===== src/rtl/phase_sequencer.sv =====
// CPU phase sequencer: one-hot fetch/execute phase generator with run/stop/single
// control, a sticky overrun trap and a completed-instruction counter.
module phase_sequencer #(
  parameter int MAXPHASE = 6,
  parameter int ICW      = 12
) (
  input  logic           clk,
  input  logic           reset_n,
  input  logic           start,
  input  logic           stop,
  input  logic           single,
  input  logic           done,
  output logic           fetch_ck,
  output logic           fetch_stb,
  output logic           ck1,
  output logic           ck2,
  output logic           ck3,
  output logic           ck4,
  output logic           ck5,
  output logic           ck6,
  output logic           stb1,
  output logic           stb2,
  output logic           stb3,
  output logic           stb4,
  output logic           stb5,
  output logic           stb6,
  output logic           running,
  output logic           overrun,
  output logic [ICW-1:0] icount
);

  // State k: 0 = HALT, 1 = F_CK, 2 = F_STB, 2N+1 = EN_CK, 2N+2 = EN_STB.
  localparam logic [3:0] S_HALT     = 4'd0;
  localparam logic [3:0] S_F_CK     = 4'd1;
  localparam logic [3:0] S_F_STB    = 4'd2;
  localparam logic [3:0] S_LAST_STB = 4'(2 * MAXPHASE + 2);

  logic [3:0]     r_state;
  logic [3:0]     w_next;
  logic [14:1]    r_phase;
  logic [14:1]    w_phase;
  logic           r_running;
  logic           w_running;
  logic           r_overrun;
  logic [ICW-1:0] r_icount;
  logic           w_is_ck;
  logic           w_is_stb;
  logic           w_accept;
  logic           w_overrun_set;

  // State register plus the phase/running flags registered from the next state.
  always_ff @(posedge clk) begin
    if (!reset_n) begin
      r_state   <= S_HALT;
      r_phase   <= '0;
      r_running <= 1'b0;
    end else begin
      r_state   <= w_next;
      r_phase   <= w_phase;
      r_running <= w_running;
    end
  end

  // Classify the current state and decide the next one.
  always_comb begin
    w_is_ck       = (r_state >= 4'd3) && r_state[0] && (r_state < S_LAST_STB);
    w_is_stb      = (r_state >= 4'd4) && !r_state[0];
    w_accept      = w_is_ck && done;
    w_overrun_set = (r_state == S_LAST_STB);
    w_next        = S_HALT;
    if (r_state == S_HALT) begin
      if (start && !stop) begin
        w_next = S_F_CK;
      end else begin
        w_next = S_HALT;
      end
    end else if ((r_state == S_F_CK) || (r_state == S_F_STB)) begin
      w_next = r_state + 4'd1;
    end else if (w_accept) begin
      if (stop || single) begin
        w_next = S_HALT;
      end else begin
        w_next = S_F_CK;
      end
    end else if (w_is_ck) begin
      w_next = r_state + 4'd1;
    end else if (w_is_stb && (r_state < S_LAST_STB)) begin
      w_next = r_state + 4'd1;
    end else begin
      w_next = S_HALT;
    end
  end

  // Decode the next state into one-hot phase enables so outputs land with the state.
  always_comb begin
    w_phase = '0;
    for (int k = 1; k <= 14; k++) begin
      w_phase[k] = (w_next == 4'(k));
    end
    w_running = (w_next != S_HALT);
  end

  // Instruction counter and sticky overrun trap (cleared by the next start).
  always_ff @(posedge clk) begin
    if (!reset_n) begin
      r_icount  <= '0;
      r_overrun <= 1'b0;
    end else begin
      if (w_accept) begin
        r_icount <= r_icount + ICW'(1);
      end else begin
        r_icount <= r_icount;
      end
      if (w_overrun_set) begin
        r_overrun <= 1'b1;
      end else if ((r_state == S_HALT) && (w_next == S_F_CK)) begin
        r_overrun <= 1'b0;
      end else begin
        r_overrun <= r_overrun;
      end
    end
  end

  assign fetch_ck  = r_phase[1];
  assign fetch_stb = r_phase[2];
  assign ck1       = r_phase[3];
  assign stb1      = r_phase[4];
  assign ck2       = r_phase[5];
  assign stb2      = r_phase[6];
  assign ck3       = r_phase[7];
  assign stb3      = r_phase[8];
  assign ck4       = r_phase[9];
  assign stb4      = r_phase[10];
  assign ck5       = r_phase[11];
  assign stb5      = r_phase[12];
  assign ck6       = r_phase[13];
  assign stb6      = r_phase[14];
  assign running   = r_running;
  assign overrun   = r_overrun;
  assign icount    = r_icount;

endmodule


===== config.mk =====
export PLATFORM = sky130hd
export DESIGN_NAME = phase_sequencer
export DESIGN_NICKNAME = d
export VERILOG_FILES = /design/src/rtl/phase_sequencer.sv
export SDC_FILE = /design/constraint.sdc
export NUM_CORES = 1
export LEC_CHECK = 0
export ABC_AREA = 1
export BUFFER_PORTS_ARGS = -buffer_cell sky130_fd_sc_hd__clkbuf_2
export CAP_MARGIN = 30
export CORE_MARGIN = 1
export CORE_UTILIZATION = 30
export CTS_CLUSTER_DIAMETER = 150
export CTS_CLUSTER_SIZE = 8
export DETAILED_ROUTE_END_ITERATION = 10
export SLEW_MARGIN = 20
export SYNTH_ARGS = -nofsm -noshare
export SYNTH_HDL_FRONTEND = slang
export SYNTH_SLANG_ARGS = --single-unit

===== constraint.sdc =====
create_clock -name clk -period 2.2 [get_ports clk]
set_input_delay 0.22 -clock clk [delete_from_list [all_inputs] [get_ports clk]]
set_output_delay 0.22 -clock clk [all_outputs]
set_load 0.01 [all_outputs]

==> run_results.csv <==
group,metric,value,unit
grt,grt_pass1_vias,1170,
detailed_routing,wl_met2,1.39,mm
worst_setup_path,crit_path_end,"r_phase[6]$_SDFF_PN0_",
worst_setup_path,worst_r2r_endpoint,"r_phase[6]$_SDFF_PN0_",
finish,area_delta_synth_final,22.8,%
grt,grt_pass1_wl,5.19,mm
clock_network,cts_hold_buf,0,
die,row_count,24,
sta,setup_ws,0.422,ns
clock_network,numClockSinks,32,
sta,max_freq,562,MHz
detailed_routing,wl_met1,1.37,mm
finish,nets,231,
worst_setup_path,crit_path_start_kind,"flip-flop",
sta,final.setup_skew,0.00811,ns
finish,antennaDiodeCount,0,
die,start_util,31.7,%
detailed_routing,vias_per_cell,4.50,
placement,dp_slack,0.424,ns
clock_network,clk_pin_slew,0.07,ns
pwr,leakage,0.773,nW
worst_setup_path,cp-startpoint,"r_state[0]$_SDFF_PN0_",
worst_setup_path,worstSetupPathType,"reg2reg",
worst_setup_path,reg2reg_from,"r_state[0]$_SDFF_PN0_",
worst_setup_path,rr_worst_depth,10,
die,coreArea,4440,um2
synth,synthCells,183,
finish,fillerInstances,473,
sta,tightest_slew,0.449,ns
die,die_h,70.5,um
job,max-cap-violations,0,
outcome,violations,"design-rule violations",
clock_network,cts_setup_buffers,0,
synth,seq_area_frac_synth,45.5,%
clock_network,cts_buffer_depth,2,
sta,rsz0062_at_grt,"false",
worst_setup_path,cp.required,2.38,ns
sta,setup_violations,0,
grt,grt_max_degree,12,
detailed_routing,vias,1228,
synth,yosysWarnings,0,
pwr,vdd_drop_max,0.325,mV
sta,period_needed,1.78,ns
clock_network,cts_inserted_buffers,5,
synth,synth_area,1410,um2
sta,hold_viol_final,0,
detailed_routing,dr.pass1.iters,7,
detailed_routing,wl_met3,176,um
worst_setup_path,path_max_fanout,9,
detailed_routing,drt_iter0_markers,53,
die,die_area,4970,um2
pwr,powerDensity,686,nW/um2
grt,antenna_found_initial,0,
finish,drive_gt1_share,25.3,%
synth,synth_fp_nets,194,
sta,max_slew_margin,70.1,%
grt,grt_usage,13.6,%
finish,fin_util,38.9,%
synth,synth.avg_cell_area,7.69,um2
die,die_w,70.5,um
synth,ys_types,22,
synth,synth-seq-cells,32,
sta,drv_slew,0,
outcome,status,"finished with violations",
detailed_routing,drc_errors,6,
sta,min_period_over_period,80.8,%
clock_network,tritoncts,"yes",
placement,port_buffers,33,
detailed_routing,detail-route-antenna-nets,0,
clock_network,clk_latency,0.29,ns
clock_network,cts-htree-levels,2,
detailed_routing,wirelength,2.95,mm
placement,hpwl,2.21,mm
worst_setup_path,crit_path_end_kind,"flip-flop",
sta,fin_setup_tns,0,ns
die,io_pins,34,
worst_setup_path,arrival,1.95,ns
worst_setup_path,reg2reg_setup_slack,0.42,ns
placement,gp_congestion,0.805,
grt,gr-total-overflow,0,
detailed_routing,wl_per_cell,10.8,um
detailed_routing,topRoutingLayerUsed,"met4",
clock_network,cts_resized,0,
finish,fin_area,1730,um2
worst_hold_path,min_path_type,"in2reg",
placement,place_area,1620,um2
clock_network,ctsRootBufferMaster,"clkbuf_8",
-- synthesized netlist by cell type --
library cell / n / area share (%)
a211oi_1: 1 / 0.53
o21ai_0: 3 / 1.1
nor2_2: 1 / 0.44
nand2_2: 4 / 1.8
dfxtp_1: 32 / 46
o21ai_1: 1 / 0.36
nand2_1: 39 / 10
nand4_1: 5 / 2.2
nor2_1: 33 / 8.8
buf_2: 2 / 0.71
nor2_4: 3 / 2.4
nor3_1: 4 / 1.4
nand3_1: 6 / 2.1
nand3_2: 5 / 3.6
buf_6: 1 / 0.80
a31oi_1: 1 / 0.44
xor2_1: 3 / 1.9
nand2_4: 1 / 0.80
or3b_4: 1 / 0.80
a21oi_1: 11 / 3.9
inv_1: 21 / 5.6
ha_1: 5 / 4.4
-- final cells by class --
class / count / area (um2) / area share [%]
inverter: 21 / 78.8 / 4.56
timing repair buffer: 33 / 165 / 9.56
sequential: 32 / 641 / 37.1
clock inverter: 3 / 42.5 / 2.46
multi-input combinational: 127 / 667 / 38.6
tap: 52 / 65.1 / 3.77
clock buffer: 5 / 68.8 / 3.98
-- where the power goes --
group	leakage, nW	internal (W)	total [W]	switching (W)
sequential	0.258	0.000582	0.000584	0.00000232
clock	0.0541	0.000335	0.000561	0.000226
combinational	0.461	0.0000142	0.0000401	0.0000259
total	0.773	0.000931	0.00118	0.000254
-- critical path, stage by stage (launching register included) --
cell and delay, ns:
dfxtp_1 0.49, inv_1 0.13, ha_1 0.21, nor2_1 0.08, nor2_1 0.06, a21oi_1 0.15
nand2_1 0.14, nand3_2 0.14, inv_1 0.07, nand2_1 0.13, nor2_1 0.07
-- kinds of logic (layout without fill, tap and decap cells) --
kind of cell / after synthesis / count (layout) / synth area share (%)
buffers and inverters: 24 / 62 / 7.11
and+or+nand+nor: 102 / 102 / 34.8
adders and majority gates: 5 / 5 / 4.44
AOI/OAI and AO/OA: 17 / 17 / 6.31
xor gates and xnor gates: 3 / 3 / 1.87
DFF: 32 / 32 / 45.5
-- per-layer routing --
| layer | vias up | track usage (%) |
|---|---|---|
| met5 | - | 0 |
| met4 | 0 | 5.44 |
| met1 | 542 | 15.9 |
| li1 | 653 | - |
| met3 | 2 | 6.06 |
| met2 | 31 | 21.7 |
-- placed cells by master (no fill, tap or decap), drive strengths merged --
master | netlist | routed
a211oi | 1 | 1
a21oi | 11 | 11
a31oi | 1 | 1
bufinv | 0 | 1
clkbuf | 0 | 38
clkinv | 0 | 1
clkinvlp | 0 | 1
dfxtp | 32 | 32
ha | 5 | 5
inv | 21 | 21
nand2 | 44 | 44
nand3 | 11 | 11
nand4 | 5 | 5
nor2 | 37 | 37
nor3 | 4 | 4
o21ai | 4 | 4
or3b | 1 | 1
xor2 | 3 | 3
-- worst min path at each step --
stage | from | endpoint | cells past startpoint
after floorplan | stop | r_state[0]$_SDFF_PN0_ | 2
after global placement | overrun$_SDFFE_PN0P_ | overrun$_SDFFE_PN0P_ | 2
after detailed placement | overrun$_SDFFE_PN0P_ | overrun$_SDFFE_PN0P_ | 2
after CTS | reset_n | icount[3]$_SDFFE_PN0P_ | 3
after global routing | stop | r_state[0]$_SDFF_PN0_ | 3
final | reset_n | icount[3]$_SDFFE_PN0P_ | 3
-- per-stage QoR --
stage	hold slack [ns]	total power [W]	instances
floorplan	0.457	0.000625	183
global placement	0.459	0.000637	265
detailed placement	0.465	0.000638	265
CTS	0.281	0.00120	273
global route	0.293	0.00124	273
finish	0.289	0.00118	273
-- flip-flops by register name, indices dropped and copies added, names as in the netlist --
signal / cells
r_phase: 14
icount: 12
r_state: 4
overrun: 1
running: 1
Note: power is estimated with default switching activity, not from simulation.
